### src/rtl/oem_pkg.sv
// Shared definitions for the odd-even-merge frame serializer.
// Holds default sizing, the slot occupancy state encoding and a lane-extract helper.
package oem_pkg;

    localparam int unsigned OEM_W     = 6;
    localparam int unsigned OEM_N     = 16;
    localparam int unsigned OEM_IDX_W = $clog2(OEM_N);

    // Number of frames currently parked in the ping-pong buffer.
    typedef enum logic [1:0] {
        EMPTY = 2'd0,
        ONE   = 2'd1,
        FULL  = 2'd2
    } occ_state_t;

    // Pull one element out of a default-sized packed frame.
    function automatic logic [OEM_W-1:0] lane_extract(
        input logic [OEM_N*OEM_W-1:0] frame,
        input logic [OEM_IDX_W-1:0]   lane
    );
        return frame[lane*OEM_W +: OEM_W];
    endfunction

endpackage

### src/rtl/oem_pingpong_buf.sv
// Two-slot frame store with independent write and read pointers.
// Ports:
//   clk, rst_n : clock, async active-low reset (pointers only)
//   wr_en      : latch wr_data into slot[wr_ptr] and toggle wr_ptr
//   wr_data    : full frame to store
//   rd_adv     : toggle rd_ptr (current frame fully drained)
//   rd_data    : contents of slot[rd_ptr]
module oem_pingpong_buf
    import oem_pkg::*;
#(
    parameter int unsigned FW = OEM_N * OEM_W
) (
    input  logic          clk,
    input  logic          rst_n,
    input  logic          wr_en,
    input  logic [FW-1:0] wr_data,
    input  logic          rd_adv,
    output logic [FW-1:0] rd_data
);

    logic [FW-1:0] slot [2];
    logic          wr_ptr;
    logic          rd_ptr;

    // Slot payloads carry no reset; occupancy gating makes their value irrelevant.
    always_ff @(posedge clk) begin
        if (wr_en) begin
            slot[wr_ptr] <= wr_data;
        end
    end

    // Pointer toggles.
    always_ff @(posedge clk or negedge rst_n) begin
        if (!rst_n) begin
            wr_ptr <= 1'b0;
            rd_ptr <= 1'b0;
        end else begin
            if (wr_en) begin
                wr_ptr <= ~wr_ptr;
            end
            if (rd_adv) begin
                rd_ptr <= ~rd_ptr;
            end
        end
    end

    assign rd_data = slot[rd_ptr];

endmodule

### src/rtl/oem_frame_serializer.sv
// Drains sorted N-lane frames into a one-element-per-clock stream.
// A two-slot ping-pong buffer lets the next frame load while the current one drains.
// Ports:
//   clk, rst_n           : clock, async active-low reset
//   frm_valid/frm_ready  : frame-side handshake, frm_data lane k at [k*W +: W]
//   el_valid/el_ready    : element-side handshake, el_data current element
//   el_first/el_last     : element is position 0 / N-1 of its frame
//   el_idx               : position of el_data within its frame
//   frm_cnt              : fully emitted frames, wraps at 256
//   busy                 : at least one slot occupied
module oem_frame_serializer
    import oem_pkg::*;
#(
    parameter int unsigned W       = OEM_W,
    parameter int unsigned N       = OEM_N,
    parameter bit          DESCEND = 1'b0
) (
    input  logic                 clk,
    input  logic                 rst_n,
    input  logic                 frm_valid,
    output logic                 frm_ready,
    input  logic [N*W-1:0]       frm_data,
    output logic                 el_valid,
    input  logic                 el_ready,
    output logic [W-1:0]         el_data,
    output logic                 el_first,
    output logic                 el_last,
    output logic [$clog2(N)-1:0] el_idx,
    output logic [7:0]           frm_cnt,
    output logic                 busy
);

    localparam int unsigned IDX_W = $clog2(N);
    localparam logic [IDX_W-1:0] IDX_MAX = IDX_W'(N - 1);

    occ_state_t       state;
    logic [IDX_W-1:0] idx;
    logic [7:0]       cnt;
    logic [N*W-1:0]   rd_frame;
    logic [IDX_W-1:0] lane;
    logic             accept;
    logic             xfer;
    logic             release_slot;

    // Handshake status is decoded purely from the state register.
    assign frm_ready    = (state != FULL);
    assign el_valid     = (state != EMPTY);
    assign busy         = (state != EMPTY);
    assign accept       = frm_valid & frm_ready;
    assign xfer         = el_valid & el_ready;
    assign release_slot = xfer & (idx == IDX_MAX);

    oem_pingpong_buf #(
        .FW (N * W)
    ) u_buf (
        .clk     (clk),
        .rst_n   (rst_n),
        .wr_en   (accept),
        .wr_data (frm_data),
        .rd_adv  (release_slot),
        .rd_data (rd_frame)
    );

    // Occupancy, element index and frame counter.
    always_ff @(posedge clk or negedge rst_n) begin
        if (!rst_n) begin
            state <= EMPTY;
            idx   <= '0;
            cnt   <= '0;
        end else begin
            case (state)
                EMPTY: if (accept) state <= ONE;
                ONE: begin
                    if (accept && !release_slot)      state <= FULL;
                    else if (!accept && release_slot) state <= EMPTY;
                end
                FULL:  if (release_slot) state <= ONE;
                default: state <= EMPTY;
            endcase

            if (xfer) begin
                if (idx == IDX_MAX) begin
                    idx <= '0;
                    cnt <= cnt + 8'd1;
                end else begin
                    idx <= idx + IDX_W'(1);
                end
            end
        end
    end

    // Descending order reads the frame from its top lane down.
    assign lane = DESCEND ? (IDX_MAX - idx) : idx;

    assign el_data  = el_valid ? rd_frame[lane*W +: W] : '0;
    assign el_idx   = idx;
    assign el_first = el_valid & (idx == '0);
    assign el_last  = el_valid & (idx == IDX_MAX);
    assign frm_cnt  = cnt;

endmodule

### config.mk
export PLATFORM = sky130hd
export DESIGN_NAME = oem_frame_serializer
export DESIGN_NICKNAME = d
export VERILOG_FILES = /design/src/rtl/oem_pkg.sv /design/src/rtl/oem_pingpong_buf.sv /design/src/rtl/oem_frame_serializer.sv
export SDC_FILE = /design/constraint.sdc
export NUM_CORES = 1
export LEC_CHECK = 0
export CAP_MARGIN = 5
export CORE_UTILIZATION = 25
export CTS_BUF_LIST = sky130_fd_sc_hd__clkbuf_8
export DETAILED_ROUTE_END_ITERATION = 16
export PLACE_DENSITY = 0.4
export SETUP_SLACK_MARGIN = 0.3
export SYNTH_ARGS = -nofsm -noshare
export SYNTH_HDL_FRONTEND = slang
export SYNTH_SLANG_ARGS = --single-unit
### constraint.sdc
create_clock -name clk -period 7 [get_ports clk]
set_input_delay 1.4 -clock clk [delete_from_list [all_inputs] [get_ports clk]]
set_output_delay 1.4 -clock clk [all_outputs]
set_load 0.03 [all_outputs]
==> metrics.yaml, run 1 <==
status: "completed"
avgSynthCellArea_um2: 21.3
syn_to_final_growth_pct: 28.5
cts.path.max_buffers: 3
ys_warn_count: 0
vias: 4205
htreeDepth: 2
synth_edf_count: 192
io_buffers: 122
hold_violations: 0
grt_use_total_pct: 11.4
layout_min_cycle_time_ns: 5.22
drt_iter0_drc: 230
grt_pass1_wl_um: 28400
cp-end-kind: "output pin"
async_flop_share_pct: 7.69
p_per_area_nw_per_um2: 394
fin_skew_ns: 0.0274
drtPass1Iterations: 4
nNetsFinal: 637
clock_latency_ns: 0.53
synth.area.top_cells: "edfxtp_1 (70%), mux4_2 (8.0%), dfrtp_1 (4.9%)"
slowest_stage: "dfrtp_4"
crit_path_cell_trace: "mux4_1, mux4_2, o22ai_1, nor3_1, clkdlybuf4s50_1"
grtUsageMet3_pct: 3.00
die_area_um2: 33500
ys_types: 37
setup_ws_ns: 1.78
place_congestion: 0.749
rsz0062_at_grt: "false"
period_share_pct: 74.6
setup_viol: 0
cp_max_fo: 46
ioPinCount: 123
drc: 0
syn_area_um2: 8190
die_h_um: 183
synth_top_area_cell: "edfxtp_1"
cp-start-kind: "register"
drt-wirelength-per-cell_um: 18.9
holdBufCountCts: 0
grt_start_max_net_pins: 71
start_util_pct: 25.7
grt_busiest_layer: "met2"
yosysMostFrequentCell: "edfxtp_1"
synth_flop_cell: "edfxtp_1"
n_antenna_cell: 0
fmax_mhz: 192
grt_pass1_vias: 4687
arrival_ns: 3.82
antenna_found_initial: 0
vdd_drop_max_mv: 0.192
synth_common_cells: "edfxtp_1 (192), mux4_2 (29), mux2i_1 (25)"
min-delay-path-class: "register to register"
clock_sinks: 208
yosys_register_bits: 208
dpl_worst_slack_ns: 2.29
met2_usage_pct: 18.4
slew_violations: 0
dpl.hpwl_um: 12300
ys_seq_area_share_pct: 75.3
drt_wl_total_um: 18800
num_rows: 65
grt.met1_usage_pct: 14.9
drive_gt1_share_pct: 16.3
crit_type: "register to output pin"
synthCells: 385
cts_tree: "yes"
syn-num-nets: 489
worstMarginPinSlew_ns: 1.11
drv_cap: 0
core_um2: 31900
avgViaCountPerCell: 4.23
netlist.area_leader.share_pct: 70.4
final.setup.tns_ns: 0
drtAntennaViolNets: 0
cts_buffers: 39
required_ns: 5.60
max_stage_delay_ns: 1.05
maxSlewHeadroom_pct: 25.7
die_x_um: 183
leakage_nw: 3.48
root_buffer: "clkbuf_8"
post-cts-setup-buffer-count: 0
clkTransAtPathRegs_ns: 0.06
grt-ovfl-total: 0
cts_resized: 0
fillers: 3125
per-layer routing:
metal  vias to the layer above  wire length, um
li1                       1897                -
met1                      2143             8500
met2                       131             8940
met3                        34              985
met4                         0              393
met5                         -                0
sequential cells by signal, indices dropped and copies added (netlist names):
register,count
frm_cnt,8
u_buf.slot,192
el_idx,4
u_buf.wr_ptr,1
u_buf.rd_ptr,1
state,2
power by group:
group	switching (mW)	total [mW]	internal (mW)
clock	0.484	1.02	0.540
combinational	0.632	1.22	0.588
sequential	0.233	1.91	1.67
stage by stage:
step	power, mW	utilization (%)	hold slack, ns	cells	area (um2)
2_1_floorplan	2.74	-	0.461	385	8190
3_3_place_gp	3.18	30.9	0.465	927	9840
3_5_place_dp	3.19	30.9	0.472	927	9840
4_1_cts	4.24	33.0	0.484	995	10500
5_1_grt	4.38	33.0	0.511	995	10500
6_report	4.15	33.0	0.476	995	10500
area by class of cell:
type	count	area [um2]	area share, %
well taps	435	544	5.17
clock inverters	27	114	1.08
multi-input cells	154	1850	17.6
inverters	5	18.8	0.178
clock buffers	41	564	5.36
repair buffers	125	1260	11.9
flip-flops and latches	208	6170	58.6
critical path: cells and delay by family (launching register included):
kind	cells	cell delay, ns
flip-flops	1	1.05
buffers and inverters	1	0.66
AND/OR/NAND/NOR	1	0.13
multiplexers	2	1.17
AO/OA/AOI/OAI	1	0.24
worst paths after layout:
| kind | start | end | slack, ns | cells past startpoint |
|---|---|---|---|---|
| setup / recovery | u_buf.rd_ptr | el_data[0] | 1.78 | 5 |
| hold / removal | frm_cnt[7] | frm_cnt[7] | 0.48 | 1 |
| setup reg to reg | el_idx[2] | state[1] | 4.09 | 6 |
| hold reg to reg | frm_cnt[7] | frm_cnt[7] | 0.48 | 1 |
| max in group asynchronous | rst_n | u_buf.rd_ptr | 5.09 | 1 |
| min in group asynchronous | rst_n | frm_cnt[6] | 1.33 | 1 |
cells by family (layout without fill, tap and decap cells):
logic type	after synthesis	in the layout	share of synthesized area, %
flip-flops	208	208	75.3
multiplexers	74	74	16.2
AND/OR/NAND/NOR	35	35	2.19
AO/OA/AOI/OAI	30	30	2.35
buffers and inverters	23	198	2.20
XOR/XNOR	11	11	1.18
adder cells (fa/ha/maj)	4	4	0.611
layout by cell type, fill, tap and decap left out, drive strengths merged, types with 3 or more instances in the layout:
master,instances
o21ai,3
edfxtp,192
clkinv,16
ha,4
buf,3
clkdlybuf4s50,122
o22ai,8
nor2,6
clkbuf,41
nand2,5
mux2,7
a21oi,6
nand3,6
inv,16
nor3,7
mux4,42
mux2i,25
dfrtp,16
xnor2,9
a22oi,12
(Power assumes the default switching activity.)
==> run 2: changes to the inputs <==
==> constraint.sdc (replaced) <==
create_clock -name clk -period 5.31 [get_ports clk]
set_input_delay 1.062 -clock clk [delete_from_list [all_inputs] [get_ports clk]]
set_output_delay 1.062 -clock clk [all_outputs]
set_load 0.03 [all_outputs]
==> run 2 against run 1 <==
Effect of this change: sequential power grew 29%; global-route usage is 0.12 points lower; register-to-register slack worse by 1.6 ns; first-iteration DRC count down 23%; clock skew shrank 0.016 ns; non-clock buffer count grew 3; worst setup slack got worse by 1.2 ns; design area barely moved; critical path depth unchanged; critical endpoint unchanged.
==> metrics.yaml, run 2 (synthesis gave the netlist of run 1 again) <==
cp-end-kind: "output pin"
crit_path_cell_trace: "mux4_1, mux4_2, o22ai_1, nor3_1, clkdlybuf4s50_1"
drt_wl_total_um: 18700
dr.max_layer_used: "met4"
die_x_um: 183
sw_frac_of_total_pct: 32.1
largest_register_ffs: 192
drtPass1Iterations: 4
final_common_cell: "edfxtp_1"
place_congestion: 0.763
fmax_mhz: 212
min-delay-path-class: "register to register"
drive_gt1_share_pct: 16.3
worstMarginPinSlew_ns: 0.963
fin_skew_ns: 0.0111
clock_latency_ns: 0.51
utilization_pct: 33.0
vdd_drop_max_mv: 0.159
drt-wirelength-per-cell_um: 18.8
setup_viol: 0
slowest_stage: "dfrtp_4"
max_stage_delay_ns: 0.87
htreeDepth: 2
vias: 4198
drtAntennaViolNets: 0
cp-start-kind: "register"
layout_min_cycle_time_ns: 4.71
holdBufCountCts: 0
dr_wl_met3_um: 924
wirelength_met1_um: 8510
die_h_um: 183
slew_violations: 0
grt_start_max_net_pins: 97
n_antenna_cell: 0
r2r_cells: 7
fillers: 3119
top_register: "u_buf.slot"
root_buffer: "clkbuf_8"
intPower_mw: 3.71
avgViaCountPerCell: 4.22
period_share_pct: 88.6
dpl.hpwl_um: 12300
antenna_found_initial: 0
dr_wl_met2_um: 8780
crit_type: "register to output pin"
p_clk_share_pct: 24.6
final.setup.tns_ns: 0
p_seq_share_pct: 45.3
mostFrequentLayoutCells: "edfxtp_1 (192), clkdlybuf4s50_1 (122), clkbuf_8 (39), mux4_2 (29), mux2i_1 (25)"
status: "completed"
power_frac_comb_pct: 30.1
drv_cap: 0
drc: 0
nNetsFinal: 639
maxSlewHeadroom_pct: 35.8
core_um2: 31900
arrival_ns: 3.64
clock_sinks: 208
leakage_nw: 3.48
cts.path.max_buffers: 3
rsz0062_at_grt: "false"
num_rows: 65
start_util_pct: 25.7
cts_tree: "yes"
required_ns: 4.25
die_area_um2: 33500
cts_buffers: 38
ioPinCount: 123
hold_violations: 0
power.switching_mw: 1.75
drt_iter0_drc: 176
cp_max_fo: 37
grt_pass1_vias: 4662
post-cts-setup-buffer-count: 0
grt-ovfl-total: 0
holdPathStages: 1
io_buffers: 122
p_per_area_nw_per_um2: 519
cts_resized: 0
grt_pass1_wl_um: 28000
syn_to_final_growth_pct: 28.6
grt_use_total_pct: 11.3
clkTransAtPathRegs_ns: 0.06
run 2: worst max-delay path, delay by kind of cell, from the launching register on:
family,cells,cell delay [ns]
AND/OR/NAND/NOR,1,0.10
buffers and inverters,1,0.67
flip-flops,1,0.87
multiplexers,2,1.16
AO/OA/AOI/OAI,1,0.28
run 2: power by group through the flow:
stage	clock (mW)	sequential, mW	combinational, mW
after global routing	1.48	2.53	1.77
after CTS	1.41	2.49	1.69
after detailed placement	0	2.53	1.69
after floorplan	0	2.37	1.22
after global placement	0	2.52	1.67
final	1.35	2.47	1.64
run 2: metrics by stage:
step                instance area, um2  instances  setup slack, ns  total power [mW]  hold slack [ns]
detailed placement                9870        930             1.06              4.21            0.464
global placement                  9870        930             1.07              4.20            0.465
finish                           10500        994            0.604              5.47            0.472
CTS                              10500        994            0.499              5.59            0.476
floorplan                         8190        385             1.21              3.60            0.479
global route                     10500        994            0.433              5.77            0.498
run 2: layout make-up:
type | instances | area (um2) | share of cell area, %
Sequential cell | 208 | 6170 | 58.6
Multi-Input combinational cell | 154 | 1850 | 17.6
Timing Repair Buffer | 128 | 1280 | 12.1
Tap cell | 435 | 544 | 5.17
Clock buffer | 39 | 537 | 5.10
Clock inverter | 25 | 129 | 1.22
Inverter | 5 | 18.8 | 0.178
run 2: path summary, 6_finish.rpt:
check	endpoint	start	slack (ns)
worst max-delay path	el_data[0]	u_buf.rd_ptr	0.60
worst min-delay path	frm_cnt[7]	frm_cnt[7]	0.47
worst max register to register	state[0]	el_idx[0]	2.48
worst min register to register	frm_cnt[7]	frm_cnt[7]	0.47
max in group asynchronous	u_buf.rd_ptr	rst_n	3.67
min in group asynchronous	frm_cnt[6]	rst_n	1.03
run 2: routing by layer:
| metal | global-route usage (%) | up-vias |
|---|---|---|
| met5 | 0 | - |
| met4 | 4.03 | 0 |
| met3 | 2.90 | 41 |
| met2 | 18.2 | 129 |
| met1 | 14.7 | 2132 |
| li1 | - | 1896 |
==> run 3: changes to the inputs <==
--- a/config.mk
+++ b/config.mk
@@ -6,6 +6,7 @@
 export NUM_CORES = 1
 export LEC_CHECK = 0
 export CAP_MARGIN = 5
+export CORE_ASPECT_RATIO = 1.25
 export CORE_UTILIZATION = 25
 export CTS_BUF_LIST = sky130_fd_sc_hd__clkbuf_8
 export DETAILED_ROUTE_END_ITERATION = 16
==> run 3 against run 2 <==
Effect of this change: clock power rose by 10%; non-clock buffer count grew 3; worst setup slack worse by 0.016 ns; clock skew rose by 0.011 ns; design area rose by 0.52%; fmax fell by 0.34%; sequential power about the same; sequential share of layout area fell by 0.30 points; critical path type unchanged; hold slack barely moved; largest power group unchanged; clock-buffer cell count shrank 2; total power is 2.9% higher; via count barely moved.
==> metrics.yaml, run 3 (synthesis gave the netlist of run 1 again) <==
status: "completed"
cp_max_fo: 31
io_buffers: 122
die_x_um: 164
period_share_pct: 88.9
drtPass1Iterations: 4
nNetsFinal: 641
drt_wl_total_um: 19100
avgViaCountPerCell: 4.30
final.setup.tns_ns: 0
post-cts-setup-buffer-count: 0
drc: 0
utilization_pct: 33.0
vias: 4200
die_h_um: 204
die_area_um2: 33500
largest_register_ffs: 192
top_register: "u_buf.slot"
drt-wirelength-per-cell_um: 19.6
cp-end-kind: "output pin"
p_per_area_nw_per_um2: 531
grt_pass1_vias: 4668
cp-start-kind: "register"
drive_gt1_share_pct: 17.6
root_buffer: "clkbuf_8"
maxSlewHeadroom_pct: 34.0
grt_start_max_net_pins: 51
place_congestion: 0.725
crit_type: "register to output pin"
leakage_nw: 3.52
grt-ovfl-total: 0
dr_wl_met3_um: 951
syn_to_final_growth_pct: 29.3
grt_pass1_wl_um: 28000
layout_min_cycle_time_ns: 4.72
dr_wl_met2_um: 9680
cts_tree: "yes"
clock_latency_ns: 0.52
num_rows: 73
cts.path.max_buffers: 3
final_area_um2: 10600
clkTransAtPathRegs_ns: 0.06
arrival_ns: 3.66
slew_violations: 0
fin_skew_ns: 0.0219
worstMarginPinSlew_ns: 0.990
holdBufCountCts: 0
regToRegSetupSlack_ns: 2.44
ioPinCount: 123
cts_buffers: 37
final_common_cell: "edfxtp_1"
cts_resized: 0
antenna_found_initial: 0
rsz0062_at_grt: "false"
mostFrequentLayoutCells: "edfxtp_1 (192), clkdlybuf4s50_1 (122), clkbuf_8 (37), mux4_2 (29), mux2i_1 (25)"
min-delay-path-class: "register to register"
fmax_mhz: 212
hold_violations: 0
grt_use_total_pct: 11.5
dr.max_layer_used: "met4"
setup_viol: 0
start_util_pct: 25.5
wirelength_met1_um: 8100
clock_sinks: 208
htreeDepth: 2
drtAntennaViolNets: 0
dpl.hpwl_um: 12800
drt_iter0_drc: 199
place_area_um2: 9850
drv_cap: 0
required_ns: 4.25
core_um2: 32100
vdd_drop_max_mv: 0.280
run 3: cell types whose count changed in the layout (fill, tap and decap cells not counted), sizes merged:
cell	before	now
bufinv	1	4
buf	6	9
diode	0	1
clkbuf	39	37
inv	17	14
clkinv	10	14
run 3: metrics by stage:
step	power [mW]	hold WS, ns	setup WS, ns	std cells
5_1_grt	5.92	0.499	0.434	976
3_5_place_dp	4.23	0.469	1.03	910
2_1_floorplan	3.60	0.479	1.21	385
4_1_cts	5.74	0.480	0.460	976
3_3_place_gp	4.20	0.463	1.05	910
6_report	5.62	0.472	0.588	977
run 3: critical path: stages, from the launching register on:
cell	delay [ns]
dfrtp_4	0.84
mux4_1	0.65
mux4_2	0.50
o22ai_1	0.37
nor3_1	0.12
clkdlybuf4s50_1	0.64
run 3: area by class of cell:
class,instances,area (um2)
fill,3095,21500
sequential,208,6170
multi-input combinational,154,1850
timing repair buffer,131,1290
tap,412,515
clock buffer,37,509
clock inverter,29,228
inverter,5,18.8
antenna,1,2.50
run 3: where the power goes:
group / switching, mW / internal, mW / leakage [nW] / total (mW)
Clock: 0.645 / 0.848 / 0.408 / 1.49
Sequential: 0.253 / 2.20 / 2.00 / 2.46
Combinational: 0.887 / 0.787 / 1.11 / 1.67
run 3: path summary, 6_finish.rpt:
path	start	end	cells after the start
setup reg to reg	el_idx[2]	state[1]	6
max in group asynchronous	rst_n	u_buf.rd_ptr	1
min in group asynchronous	rst_n	el_idx[0]	1
setup / recovery	u_buf.rd_ptr	el_data[0]	5
hold reg to reg	frm_cnt[7]	frm_cnt[7]	1
hold / removal	frm_cnt[7]	frm_cnt[7]	1
run 3: layer usage:
metal	GRT usage [%]	vias up
met5	0	-
met4	3.60	0
met3	2.60	34
met2	19.9	122
met1	14.1	2133
li1	-	1911
==> RTL edit: new RTL, settings of run 3 <==
The parameter `DESCEND` goes from 1'b0 to 1'b1.
--- a/src/rtl/oem_frame_serializer.sv
+++ b/src/rtl/oem_frame_serializer.sv
@@ -13,7 +13,7 @@
 #(
     parameter int unsigned W       = OEM_W,
     parameter int unsigned N       = OEM_N,
-    parameter bit          DESCEND = 1'b0
+    parameter bit          DESCEND = 1'b1
 ) (
     input  logic                 clk,
     input  logic                 rst_n,
Behaviour: not the same (a bounded check fails within 4 cycles, from zero or initial values and one cycle with rst_n low).
==> RTL edit against run 3 <==
Sequential cell count did not move; final cell count rose by 2.4%; area after synthesis barely moved; setup slack improved by 0.27 ns; sequential share of layout area fell by 0.096 points; register-to-register slack improved by 0.35 ns; sequential power fell by 2%; total power rose by 0.58%; design area rose by 0.17%; count of clock-buffer cells in the layout rose by 2; wire length rose by 6.2%.
==> RTL edit: results (changes against run 3) <==
set qor(yosys.area_share.adder_pct) 0.6115 ;# was 0.6112%
set qor(route.met3.wl_um) 980 ;# was 951 µm
set qor(finalWeightedCongestion) 0.7049 ;# was 0.7248
set qor(yosys-mux-area-fraction_pct) 14.54 ;# was 16.17%
set qor(antenna_cells) 0 ;# was 1
set qor(dp.final_hpwl_um) 13930 ;# was 12820 µm
set qor(power.static_leakage_nw) 3.546 ;# was 3.524 nW
set qor(rr_worst_depth) 7 ;# was 6
set qor(clk-insertion-delay-late_ns) 0.55 ;# was 0.52 ns
set qor(grt_max_degree) 61 ;# was 51
set qor(clock-skew-final_ns) 0.01602 ;# was 0.02188 ns
set qor(layout.comb_gates.multi_input) 175 ;# was 154
set qor(place_area_um2) 9889 ;# was 9848 µm²
set qor(use_met2_pct) 22.15 ;# was 19.95%
set qor(crit_path_max_incr_delay_ns) 0.63 ;# was 0.84 ns
set qor(startpoint_of_the_lowest_slack_register_to_register_path) {el_idx[0]$_DFFE_PN0P_} ;# was el_idx[2]$_DFFE_PN0P_
set qor(clock_buffers) 39 ;# was 37
set qor(synth_fp_nets) 513 ;# was 489
set qor(run_status) {finished, final reports clean} ;# unchanged
set qor(nonClkBufAreaFrac_pct) 12.27 ;# was 12.17%
set qor(dr.first_iter.drc_count) 200 ;# was 199
set qor(grt_first_pass_wirelength_um) 29990 ;# was 28040 µm
set qor(post-place-cells) 933 ;# was 910
set qor(final.signal_inverter_count) 7 ;# was 5
set qor(irDropWorstVdd_v) 0.0002116 ;# was 0.0002796 V
set qor(synth_top_cells_by_area) {sky130_fd_sc_hd__edfxtp_1 (70%), sky130_fd_sc_hd__mux4_2 (8.5%), sky130_fd_sc_hd__dfrtp_1 (4.9%)} ;# was sky130_fd_sc_hd__edfxtp_1 (70%), sky130_fd_sc_hd__mux4_2 (8.0%), sky130_fd_sc_hd__dfrtp_1 (4.9%)
set qor(multi_input_comb_area_um2) 1876 ;# was 1854 µm²
set qor(design.final.nets) 665 ;# was 641
set qor(r2r_setup_slack_ns) 2.79 ;# was 2.44 ns
-- RTL edit: changes by cell type after synthesis, moves of 10 or more --
cell                       change
sky130_fd_sc_hd__mux2_2       +10
sky130_fd_sc_hd__a22oi_1      -12
sky130_fd_sc_hd__mux4_1       -13
sky130_fd_sc_hd__o211ai_1     +10
sky130_fd_sc_hd__a221oi_1     +11
sky130_fd_sc_hd__nand2_1      +11
-- RTL edit: metrics by stage --
stage                     total power [W]  worst slack (ns)
after global routing             0.005971            0.5874
after global placement           0.004296             1.263
final                            0.005656            0.8560
after detailed placement         0.004321             1.316
after CTS                        0.005795            0.7147
after floorplan                  0.003602             1.211
-- RTL edit: power groups by stage --
stage	Sequential, W	Combinational, W	Clock [W]
4_1_cts	0.00242	0.00188	0.00150
6_report	0.00241	0.00180	0.00145
2_1_floorplan	0.00241	0.00119	0
5_1_grt	0.00245	0.00196	0.00157
3_5_place_dp	0.00245	0.00187	0
3_3_place_gp	0.00243	0.00186	0
